[config.mk]
export PLATFORM = sky130hd
export DESIGN_NAME = cheby_sbus_master
export DESIGN_NICKNAME = d
export VERILOG_FILES = /design/src/rtl/cheby_sbus_master.sv
export SDC_FILE = /design/constraint.sdc
export NUM_CORES = 1
export LEC_CHECK = 0
export ABC_AREA = 1
export CAP_MARGIN = 20
export CORE_MARGIN = 5
export CORE_UTILIZATION = 46
export CTS_CLUSTER_SIZE = 40
export DETAILED_ROUTE_END_ITERATION = 6
export PLACE_DENSITY_LB_ADDON = 0.08
export SYNTH_ARGS = -nofsm -noshare
export SYNTH_HDL_FRONTEND = slang
export SYNTH_SLANG_ARGS = --single-unit
[constraint.sdc]
create_clock -name clk -period 2 [get_ports clk]
set_clock_uncertainty 0.1 [all_clocks]
set_input_delay 0.2 -clock clk [delete_from_list [all_inputs] [get_ports clk]]
set_output_delay 0.2 -clock clk [all_outputs]
set_load 0.01 [all_outputs]
[src/rtl/cheby_sbus_master.sv]
// Command/response front end for a Cheby SBus-style memory responder.
// Splits 32/64-bit commands into one or two strobed word accesses with a per-word timeout.
module cheby_sbus_master #(
  parameter int ADDR_WIDTH = 3,
  parameter int TIMEOUT    = 255
) (
  input  logic                  clk,
  input  logic                  rst_n,
  input  logic                  cmd_valid,
  output logic                  cmd_ready,
  input  logic                  cmd_wr,
  input  logic                  cmd_dbl,
  input  logic [ADDR_WIDTH-1:0] cmd_addr,
  input  logic [63:0]           cmd_wdata,
  output logic                  rsp_valid,
  input  logic                  rsp_ready,
  output logic [63:0]           rsp_rdata,
  output logic                  rsp_err,
  output logic [ADDR_WIDTH-1:2] VMEAddr,
  output logic [31:0]           VMEWrData,
  input  logic [31:0]           VMERdData,
  output logic                  VMERdMem,
  output logic                  VMEWrMem,
  input  logic                  VMERdDone,
  input  logic                  VMEWrDone
);

  localparam int         WA       = ADDR_WIDTH - 2;
  localparam logic [15:0] CNT_LAST = 16'(TIMEOUT - 1);

  typedef enum logic [1:0] {IDLE, STROBE, WAIT, RESP} state_t;

  state_t          state, state_nxt;
  logic            started;
  logic            wr_q, dbl_q, second_q, err_q;
  logic [WA-1:0]   addr_q;
  logic [63:0]     wdata_q, rdata_q;
  logic [15:0]     cnt;
  logic            accept, done_hit, timed_out;
  logic            first_of_dbl;

  assign first_of_dbl = dbl_q && !second_q;

  always_ff @(posedge clk) begin
    if (!rst_n) state <= IDLE;
    else        state <= state_nxt;
  end

  // Only the Done matching the latched access type is looked at, and only in WAIT.
  always_comb begin
    state_nxt = state;
    cmd_ready = 1'b0;
    VMEWrMem  = 1'b0;
    VMERdMem  = 1'b0;
    rsp_valid = 1'b0;
    accept    = 1'b0;
    done_hit  = 1'b0;
    timed_out = 1'b0;
    case (state)
      IDLE: begin
        cmd_ready = started;
        if (cmd_valid && started) begin
          accept    = 1'b1;
          state_nxt = STROBE;
        end
      end
      STROBE: begin
        VMEWrMem  = wr_q;
        VMERdMem  = !wr_q;
        state_nxt = WAIT;
      end
      WAIT: begin
        done_hit = wr_q ? VMEWrDone : VMERdDone;
        if (done_hit) begin
          state_nxt = first_of_dbl ? STROBE : RESP;
        end else if (cnt == CNT_LAST) begin
          timed_out = 1'b1;
          state_nxt = RESP;
        end
      end
      RESP: begin
        rsp_valid = 1'b1;
        if (rsp_ready) state_nxt = IDLE;
      end
      default: state_nxt = IDLE;
    endcase
  end

  // Read data is cleared on accept so skipped halves and write responses read back as zero.
  always_ff @(posedge clk) begin
    if (!rst_n) begin
      started  <= 1'b0;
      wr_q     <= 1'b0;
      dbl_q    <= 1'b0;
      second_q <= 1'b0;
      err_q    <= 1'b0;
      addr_q   <= '0;
      wdata_q  <= '0;
      rdata_q  <= '0;
      cnt      <= '0;
    end else begin
      started <= 1'b1;
      if (accept) begin
        wr_q     <= cmd_wr;
        dbl_q    <= cmd_dbl;
        second_q <= 1'b0;
        addr_q   <= cmd_addr[ADDR_WIDTH-1:2];
        wdata_q  <= cmd_wdata;
        rdata_q  <= '0;
        err_q    <= 1'b0;
      end
      if (state == STROBE)    cnt <= '0;
      else if (state == WAIT) cnt <= cnt + 16'd1;
      if (done_hit) begin
        if (!wr_q) begin
          if (first_of_dbl) rdata_q[63:32] <= VMERdData;
          else              rdata_q[31:0]  <= VMERdData;
        end
        if (first_of_dbl) begin
          second_q <= 1'b1;
          addr_q   <= addr_q + WA'(1);
        end
      end
      if (timed_out) err_q <= 1'b1;
    end
  end

  assign VMEAddr   = addr_q;
  assign VMEWrData = first_of_dbl ? wdata_q[63:32] : wdata_q[31:0];
  assign rsp_rdata = rdata_q;
  assign rsp_err   = err_q;

endmodule

# Word level (Yosys, flattened, before mapping)
# Cells that the tools add are included.
dict set report word_totals {
  register_bits 152
  out_inout_bits 102
  input_bits 107
}
dict set report op_classes {
  n_bitwise 1
  n_eq_ne 7
  add_sub_neg 2
  reduce_logical 8
  n_mux 32
}
# operator count
set ops {}
lappend ops {{2-to-1 mux 64 bit} 3}
lappend ops {{2-to-1 mux 32 bit} 3}
lappend ops {{2-to-1 mux 1 bit} 20}
lappend ops {{adder 16 x 1 -> 16 bit, second input constant} 1}
lappend ops {{== test 16 x 8 -> 1 bit, second input constant} 1}
lappend ops {{2-to-1 mux 2 bit} 5}
lappend ops {{case mux 2 bit (4 select lines)} 1}
lappend ops {{== test 2 bit, second input constant} 2}
lappend ops {{inequality test 2 bit, second input constant} 2}
lappend ops {{inequality test 3 bit, second input constant} 1}
lappend ops {{AND reduction 3 bit} 1}
lappend ops {{== test 2 x 1 -> 1 bit, second input constant} 1}
lappend ops {{logical AND 1 bit} 2}
lappend ops {{logical NOT 1 bit} 2}
lappend ops {{logical NOT 2 bit} 1}
lappend ops {{nonzero test 2 bit} 1}
lappend ops {{OR reduction 2 bit} 1}
lappend ops {{adder 1 bit, second input constant} 1}
lappend ops {{inverter 1 bit} 1}

# Depth between registers and ports, before layout
dict set report depth {
  depth_word 7
  ltp_mapped 9
}

# Worst setup path before layout
# No wires, ideal clock.
dict set report synth_path {
  path_kind {reg2reg}
  start {register state[0]}
  end {register rdata_q[11], in the netlist rsp_rdata[11]}
  required_time_ns 1.767
  period_less_slack_ns 1.522
  t_arrival_ns 1.289
  stages_incl_launch_ff 7
  path_slack_ns 0.478
  cell_sequence {dfxtp_1 nor3b_2 nand2_2 buf_4 buf_4 nand2_1 a21oi_1}
}
dict set report synth_via {
  elab_chain_len 6
}
# element line
set synth_rtl {}
lappend synth_rtl {{start: declaration} 33} ;# state_t state, state_nxt;
lappend synth_rtl {{start signal: assignment} 46} ;# else state <= state_nxt;
lappend synth_rtl {{logical NOT 2 bit} 59} ;# case (state)
lappend synth_rtl {{2-to-1 mux 1 bit} 59}
lappend synth_rtl {{2-to-1 mux 64 bit} 103} ;# if (accept) begin
lappend synth_rtl {{2-to-1 mux 32 bit} 116} ;# if (first_of_dbl) rdata_q[63:32] <= VMERdData;
lappend synth_rtl {{2-to-1 mux 64 bit} 115} ;# if (!wr_q) begin
lappend synth_rtl {{2-to-1 mux 64 bit *} 114} ;# if (done_hit) begin
lappend synth_rtl {{end signal: assignment} 117} ;# else rdata_q[31:0] <= VMERdData;
lappend synth_rtl {{end: declaration} 37} ;# logic [63:0] wdata_q, rdata_q;
# Every way passes the cells marked *; elsewhere a longest branch is shown, timed or not.
# A chain may end at the register's enable or synchronous reset.

# Final worst setup path
dict set report layout_path {
  start {register dbl_q}
  end {output VMEWrData[14]}
}
dict set report layout_via {
  elab_chain_len 2
}
# element line
set layout_rtl {}
lappend layout_rtl {{start: declaration} 35} ;# logic wr_q, dbl_q, second_q, err_q;
lappend layout_rtl {{start signal: assignment} 105} ;# dbl_q <= cmd_dbl;
lappend layout_rtl {{logical AND 1 bit} 42} ;# assign first_of_dbl = dbl_q && !second_q;
lappend layout_rtl {{2-to-1 mux 32 bit} 129} ;# assign VMEWrData = first_of_dbl ? wdata_q[63:32] : wdata_q[31:0];
lappend layout_rtl {{end: declaration} 20} ;# output logic [31:0] VMEWrData,
# Every way passes these cells.

==> flow_metrics.env <==
export IMPL_path_delay_family="buffers and inverters"
export IMPL_grt_pass1_wl_um=27800
export IMPL_die_w_um=126
export IMPL_hold_class="in2reg"
export IMPL_grt_max_degree=134
export IMPL_tns_ps=0
export IMPL_ioPinCount=209
export IMPL_setup_worst_path_start="dbl_q$_SDFFE_PN0P_"
export IMPL_synth_fp_nets=959
export IMPL_tightest_slew_ps=473
export IMPL_crit_top_cell="nand2_1"
export IMPL_synth_most_common_cell="nand2_1"
export IMPL_instances_no_fill=1228
export IMPL_ys_seq_area_share_pct=49.5
export IMPL_clk_latency_ps=420
export IMPL_antenna_found_initial=0
export IMPL_grt_pass1_vias=5539
export IMPL_critical_path_buf_inv_count=3
export IMPL_hold_viol=0
export IMPL_ys_flop_type="dfxtp_1"
export IMPL_maxSlewHeadroom_pct=68.5
export IMPL_period_minus_slack_ps=1940
export IMPL_cp_end_kind="output port"
export IMPL_vdd_drop_max_mv=0.651
export IMPL_core_area_um2=13200
export IMPL_clock_sinks=152
export IMPL_die_area_um2=15800
export IMPL_worstPathMaxFanout=34
export IMPL_rsz0062_at_grt="true"
export IMPL_clockBufferDepth=2
export IMPL_postCtsHoldBufs=0
export IMPL_final_layout_size_suffix_gt1_share_pct=8.27
export IMPL_maxCapViolations=0
export IMPL_start_kind="flop"
export IMPL_synth_edf_count=0
export IMPL_wl_per_cell_um=14.2
export IMPL_tritoncts="done"
export IMPL_initial_core_util_pct=46.6
export IMPL_utilization_pct=68.2
export IMPL_setup_viol=0
export IMPL_gp_congestion=0.819
export IMPL_worst_ep_required_time_ps=1700
export IMPL_grt_overflow=0
export IMPL_dpl_hpwl_um=11300
export IMPL_synth_cells=850
export IMPL_status="completed"
export IMPL_drt_initial_drc_count=401
export IMPL_via_per_inst=4.89
export IMPL_row_count=42
export IMPL_dr_pass1_iters=5
export IMPL_syn_area_um2=6140
export IMPL_crit_chain="inv_1 > or2_4 > buf_8 > nand2_1 > nand2_1 > dlygate4sd2_1"
export IMPL_placed_area_um2=8340
export IMPL_cts_root_buf="clkbuf_16"
export IMPL_power_per_cell_area_nw_per_um2=882
export IMPL_cts_buffers=17
export IMPL_hp_start="rst_n"
export IMPL_synth_common_cells="nand2_1 (207), dfxtp_1 (152), nor2_1 (152), o21ai_0 (133), a21oi_1 (83)"
export IMPL_drt_wl_total_um=17400
export IMPL_max_freq_mhz=517
export IMPL_drc_errors=0
export IMPL_ys_top_cells_by_area="dfxtp_1 (50%), nand2_1 (13%), o21ai_0 (11%), nor2_1 (9.3%), a21oi_1 (6.8%)"
export IMPL_cpPeakStageDelay_ps=300
export IMPL_antennaDiodeCount=0
export IMPL_critical_path_slowest_cell="dfxtp_1"
export IMPL_synthArstFlopShare_pct=0
export IMPL_crit_type="reg2out"
export IMPL_drtAntennaViolNets=0
export IMPL_period_share_pct=96.8
export IMPL_vias=6010
export IMPL_track_usage_pct=21.8
export IMPL_cp_arrival_ps=1640
export IMPL_p_leak_nw=3.55
export IMPL_area_growth_pct=46.3
export IMPL_numPortBuffers=206
export IMPL_cts_max_level=4
export IMPL_ys_ff_latch=152
export IMPL_r2r_start="dbl_q$_SDFFE_PN0P_"
export IMPL_clk_pin_slew_worst_paths_ps=50
export IMPL_yosys_warnings=0
export IMPL_syn_mean_instance_area_um2=7.23
export IMPL_die_h_um=126
export IMPL_maxSlewViolCount=0
export IMPL_nNetsFinal=1148
export IMPL_synth_distinct_cells=29
export IMPL_fin_area_um2=8990
export IMPL_synth_top_area_cell="dfxtp_1"
export IMPL_placedCellCount=1192
export IMPL_synth_top_area_share_pct=49.5
[cell families (layout without fill, tap and decap cells)]
family                     after synthesis  after routing  share of synthesized area, %
AOI/OAI and AO/OA                      222            222                          18.1
xor gates and xnor gates                 2              2                         0.285
buffers and inverters                   84            286                          6.43
adders and majority gates                2              2                         0.407
and+or+nand+nor                        388            388                          25.2
DFF                                    152            152                          49.5
[registers in the layout, indices dropped and copies added, names as in the netlist]
| register | cells |
|---|---|
| rsp_rdata | 64 |
| wdata_q | 64 |
| cnt | 16 |
| state | 2 |
| VMEAddr | 1 |
| dbl_q | 1 |
| rsp_err | 1 |
| second_q | 1 |
| started | 1 |
| wr_q | 1 |
[placed cells by master, fill, tap and decap left out, drive strengths merged]
master / Yosys / final
nand2: 209 / 209
clkdlybuf4s50: 0 / 170
nor2: 155 / 155
dfxtp: 152 / 152
o21ai: 138 / 138
a21oi: 83 / 83
buf: 24 / 32
inv: 29 / 29
clkbuf: 31 / 26
clkdlybuf4s15: 0 / 10
nand3: 10 / 10
dlygate4sd2: 0 / 6
or2: 6 / 6
bufinv: 0 / 5
clkinv: 0 / 5
nand4: 2 / 2
nor3: 2 / 2
nand3b: 2 / 2
xor2: 2 / 2
ha: 2 / 2
clkinvlp: 0 / 2
nor3b: 1 / 1
or3: 1 / 1
a31oi: 1 / 1
dlymetal6s2s: 0 / 1
[worst reg2reg max path, cell delays in order, from the launching register on]
cell	delay, ps
dfxtp_1	300
inv_1	50
or2_4	250
buf_8	190
nor2_2	130
nand2_2	80
buf_12	200
o21ai_0	210
a21oi_1	60
[per-layer routing]
| layer | track usage, % | share of wire, % | vias to the layer above |
|---|---|---|---|
| li1 | - | - | 3139 |
| met1 | 25.2 | 42 | 2685 |
| met2 | 34.7 | 47 | 162 |
| met3 | 10.4 | 9.7 | 24 |
| met4 | 8.74 | 2.1 | 0 |
| met5 | 0 | 0 | - |
[area by class of cell]
type                    instances  area, um2
clock buffers                  20        457
clock inverters                12        198
flip-flops and latches        152       3040
fillers                      1154       4200
multi-input cells             614       2710
repair buffers                225       2250
well taps                     176        220
inverters                      29        111
[worst paths after layout]
check                                   to  slack (ps)  cells after the start
setup / recovery             VMEWrData[14]          60                      6
hold / removal       state[1]$_SDFFE_PN0P_          40                      3
setup reg to reg  rsp_rdata[58]$_SDFF_PN0_         300                      8
hold reg to reg   rsp_rdata[62]$_SDFF_PN0_         360                      2
[metrics by stage]
step / hold WS, ps / total power [mW] / worst slack (ps)
final: 39.8 / 7.93 / 64.0
after global routing: 67.3 / 8.26 / -22.7
after CTS: 18.5 / 8.02 / 0.198
after detailed placement: 343 / 4.49 / 126
after global placement: 342 / 4.48 / 144
after floorplan: 128 / 3.91 / 478
[power by group]
part | internal (mW) | leakage, nW | total [mW] | switching [mW]
Sequential | 3.19 | 1.24 | 3.28 | 0.0860
Combinational | 0.550 | 2.00 | 1.13 | 0.577
Clock | 2.28 | 0.316 | 3.52 | 1.25
[what timing repair did]
item | CTS | global route
setup buffers | 2 | 0
gates resized for setup | 74 | 28
gates cloned | 2 | 0
pin swaps | 0 | 1
setup endpoints to repair | 34 | 29
Note: power is estimated with default switching activity, not from simulation.
==> edit 1 (config.mk and constraints unchanged) <==
Make the reset (`rst_n`) asynchronous in 2 clocked blocks.
--- a/src/rtl/cheby_sbus_master.sv
+++ b/src/rtl/cheby_sbus_master.sv
@@ -42,5 +42,5 @@
   assign first_of_dbl = dbl_q && !second_q;
 
-  always_ff @(posedge clk) begin
+  always_ff @(posedge clk or negedge rst_n) begin
     if (!rst_n) state <= IDLE;
     else        state <= state_nxt;
@@ -88,5 +88,5 @@
 
   // Read data is cleared on accept so skipped halves and write responses read back as zero.
-  always_ff @(posedge clk) begin
+  always_ff @(posedge clk or negedge rst_n) begin
     if (!rst_n) begin
       started  <= 1'b0;
Check against the original RTL: differs if rst_n is asserted again (counterexample within 4 cycles, from zero or initial values and one cycle with rst_n low); with rst_n held inactive, the same outputs for 4 cycles.
==> edit 1 against the original RTL <==
  * Sequential cell count did not move
  * Count of clock-buffer cells in the layout rose by 4
  * Setup slack got worse by 9.0 ps
  * Hold slack improved by 170 ps
  * Utilization fell by 0.82 points
  * Critical path type unchanged
  * Synthesized area rose by 13%
  * Wire length rose by 3.1%
  * Cell area rose by 9.7%
  * Non-clock buffer count rose by 7
Power is not compared: it rests on default switching activity, and its combinational part moved more than twofold at a synthesized area within 25%.
==> edit 1: results (changes against the original RTL) <==
NonClk Buf Share 0.239 (-0.0108); Worst Setup SP second_q$_DFF_PN0_; vias per std cell 4.79 (-2.2%); number of distinct library cells after synthesis 32 (+10%); worst setup margin 55.0 ps (-9.01 ps); comb_multi_in 558 (-9.1%); crit path max fanout 11 (-68%); placed instance area 0.00926 mm^2 (+11%); post-CTS setup buffer count 1 (-1); Post-Synth Adder-Cell Area 0.0108 (+0.00675); met2 Resource Use GR 0.326 (-0.0212); post-synthesis xor/xnor area fraction 0.00253 (-0.000325); first-pass GRT wire length 29.2 mm (+5.2%); Seq/total area 0.386 (+0.0471); vias in the first global route 5744 (+3.7%); clk cell area share 0.0618 (-0.0110); met2 routed WL 8.53 mm (+4.8%); FF-to-FF setup slack 250 ps (-50 ps); per-cell routed wire length 14.7 um (+3.8%); Non-clock inverters 62 (+110%); pre-CTS worst setup slack 214 ps (+88.0 ps); Detailed Place HPWL 12.1 mm (+6.9%); CP max-delay cell dfrtp_1; fillers 1196 (+3.6%); GPL Wtd Cong 0.808 (-1.3%); reg2reg end cnt[6]$_DFFE_PN0P_; R2R Path Start state[0]$_DFFE_PN0P_; Avg Inst Size Synth 8.54 um^2 (+18%); pin count of the biggest net entering global routing 65 (-51%); run status finished, final reports clean; CTS Hold Bufs 1 (+1); Crit path largest cell delay 400 ps (+100 ps); Hold WC Path Type in -> async
==> edit 1: cell families (layout without fill, tap and decap cells) <==
kind of cell / after synthesis / after routing
adders and majority gates: 6 / 6
buffers and inverters: 102 / 326
other: 1 / 1
AOI/OAI and AO/OA: 82 / 82
DFF: 152 / 152
xor gates and xnor gates: 2 / 2
and+or+nand+nor: 467 / 467
==> edit 1: worst min-delay path by stage <==
| stage | startpoint | to | cells after the start | slack [ps] |
|---|---|---|---|---|
| 2_1_floorplan | rst_n | VMEAddr$_DFF_PN0_ | 0 | -200 |
| 3_3_place_gp | rst_n | wdata_q[61]$_DFFE_PN0P_ | 1 | 90 |
| 3_5_place_dp | rst_n | wdata_q[61]$_DFFE_PN0P_ | 1 | 80 |
| 4_1_cts | cmd_wdata[36] | wdata_q[36]$_DFFE_PN0P_ | 3 | 200 |
| 5_1_grt | cmd_wdata[0] | wdata_q[0]$_DFFE_PN0P_ | 3 | 210 |
| 6_report | rst_n | wdata_q[61]$_DFFE_PN0P_ | 2 | 210 |
==> edit 2 (config.mk and constraints unchanged) <==
Without the edit above. Set the parameter `ADDR_WIDTH` to 4 (it was 3).
--- a/src/rtl/cheby_sbus_master.sv
+++ b/src/rtl/cheby_sbus_master.sv
@@ -2,5 +2,5 @@
 // Splits 32/64-bit commands into one or two strobed word accesses with a per-word timeout.
 module cheby_sbus_master #(
-  parameter int ADDR_WIDTH = 3,
+  parameter int ADDR_WIDTH = 4,
   parameter int TIMEOUT    = 255
 ) (
Interface: changed (resized VMEAddr and cmd_addr); port bits go from 209 to 211. The function was not compared with the original's and may differ.
==> edit 2 against the original RTL <==
  * Setup slack improved by 40 ps
  * Critical path depth rose by 1
  * Highest routed layer unchanged
  * Synthesized area rose by 0.69%
  * Sequential cell count rose by 1
  * Die area rose by 0.64%
  * Non-clock buffer count rose by 3
  * Critical path type unchanged
  * Wire length fell by 2.7%
  * Cell area rose by 0.90%
  * Total power rose by 7.6%
==> edit 2: results (changes against the original RTL) <==
pre-CTS worst setup slack 176 ps (+50.5 ps); comb_multi_in 618 (+0.65%); Pleak 3.64 nW (+2.6%); Tmin final 1900 ps (-40.1 ps); reg2reg end rsp_rdata[37]$_SDFF_PN0_; seq pwr 3.47 mW (+6%); FF-to-FF setup slack 260 ps (-40 ps); post-CTS setup buffer count 1 (-1); Non-clock inverters 30 (+3.4%); NonClk Buf Share 0.251 (+0.00135); Area contributors post-synth dfxtp_1, nand2_1, o21ai_0; R2R depth 9 (+1); Detailed Place HPWL 11.6 mm (+2.3%); clk cell area share 0.0705 (-0.00231); Least-Margin Pin Slew 381 ps (-91.8 ps); met2 Resource Use GR 0.341 (-0.00560); Initial DRC Count 316 (-21%); number of distinct library cells after synthesis 32 (+10%); maximum vdd ir drop 0.000840 V (+29%); Avg Inst Size Synth 7.22 um^2 (-0.13%); Syn Nets 967 (+0.83%); Compound-Gate Fraction of Synth Area 0.183 (+0.00179); GRT Total Usage 0.210 (-0.00798); routed via count 6050 (+0.67%); Post-Synth Adder-Cell Area 0.00404 (-0.0000280); drt pass-1 iters 4 (-1); vias in the first global route 5490 (-0.88%); Data arrival, critical path 1600 ps (-40 ps); clock power share 0.400 (-0.044); fillers 1117 (-3.2%); per-cell routed wire length 13.7 um (-3.5%); Seq/total area 0.338 (-0.000829); layout cells sized above 1 0.0829 (+0.000241); run status finished, final reports clean; switching share of total power 0.262 (+0.0213); sequential area share after synthesis 0.495 (about the same); GRT met1 Usage 0.241 (-0.0117); Die Footprint 0.0159 mm^2 (+0.64%); bufs w/o clock 228 (+1.3%); fin nets 1158 (+0.87%); WHS 125 ps (+85.6 ps); I/O Buffers 208 (+0.97%); CTS sink count 153 (+0.66%); first-pass GRT wire length 26.9 mm (-3.0%)
[edit 2: cell types whose count changed in the layout (fill, tap and decap cells not counted), sizes merged, moves of 2 or more]
cell,delta
buf,-12
nor2,-2
nand3,+3
clkbuf,+11
clkdlybuf4s15,-8
dlygate4sd2,+8
clkdlybuf4s50,+3
[edit 2: how the worst max path moves through the flow]
stage | end | cells past startpoint | startpoint
after floorplan | rsp_rdata[42]$_SDFF_PN0_ | 8 | dbl_q$_SDFFE_PN0P_
after global placement | rsp_rdata[47]$_SDFF_PN0_ | 7 | VMERdDone
after detailed placement | rsp_rdata[14]$_SDFF_PN0_ | 7 | VMERdDone
after CTS | VMEWrData[16] | 6 | dbl_q$_SDFFE_PN0P_
after global routing | VMEWrData[30] | 6 | dbl_q$_SDFFE_PN0P_
final | VMEWrData[12] | 7 | dbl_q$_SDFFE_PN0P_
[edit 2: routing by layer]
layer | share of wire | routed length [um]
met5 | 0 | 0
met4 | 0.024 | 399
met3 | 0.089 | 1520
met2 | 0.47 | 7980
met1 | 0.42 | 7070
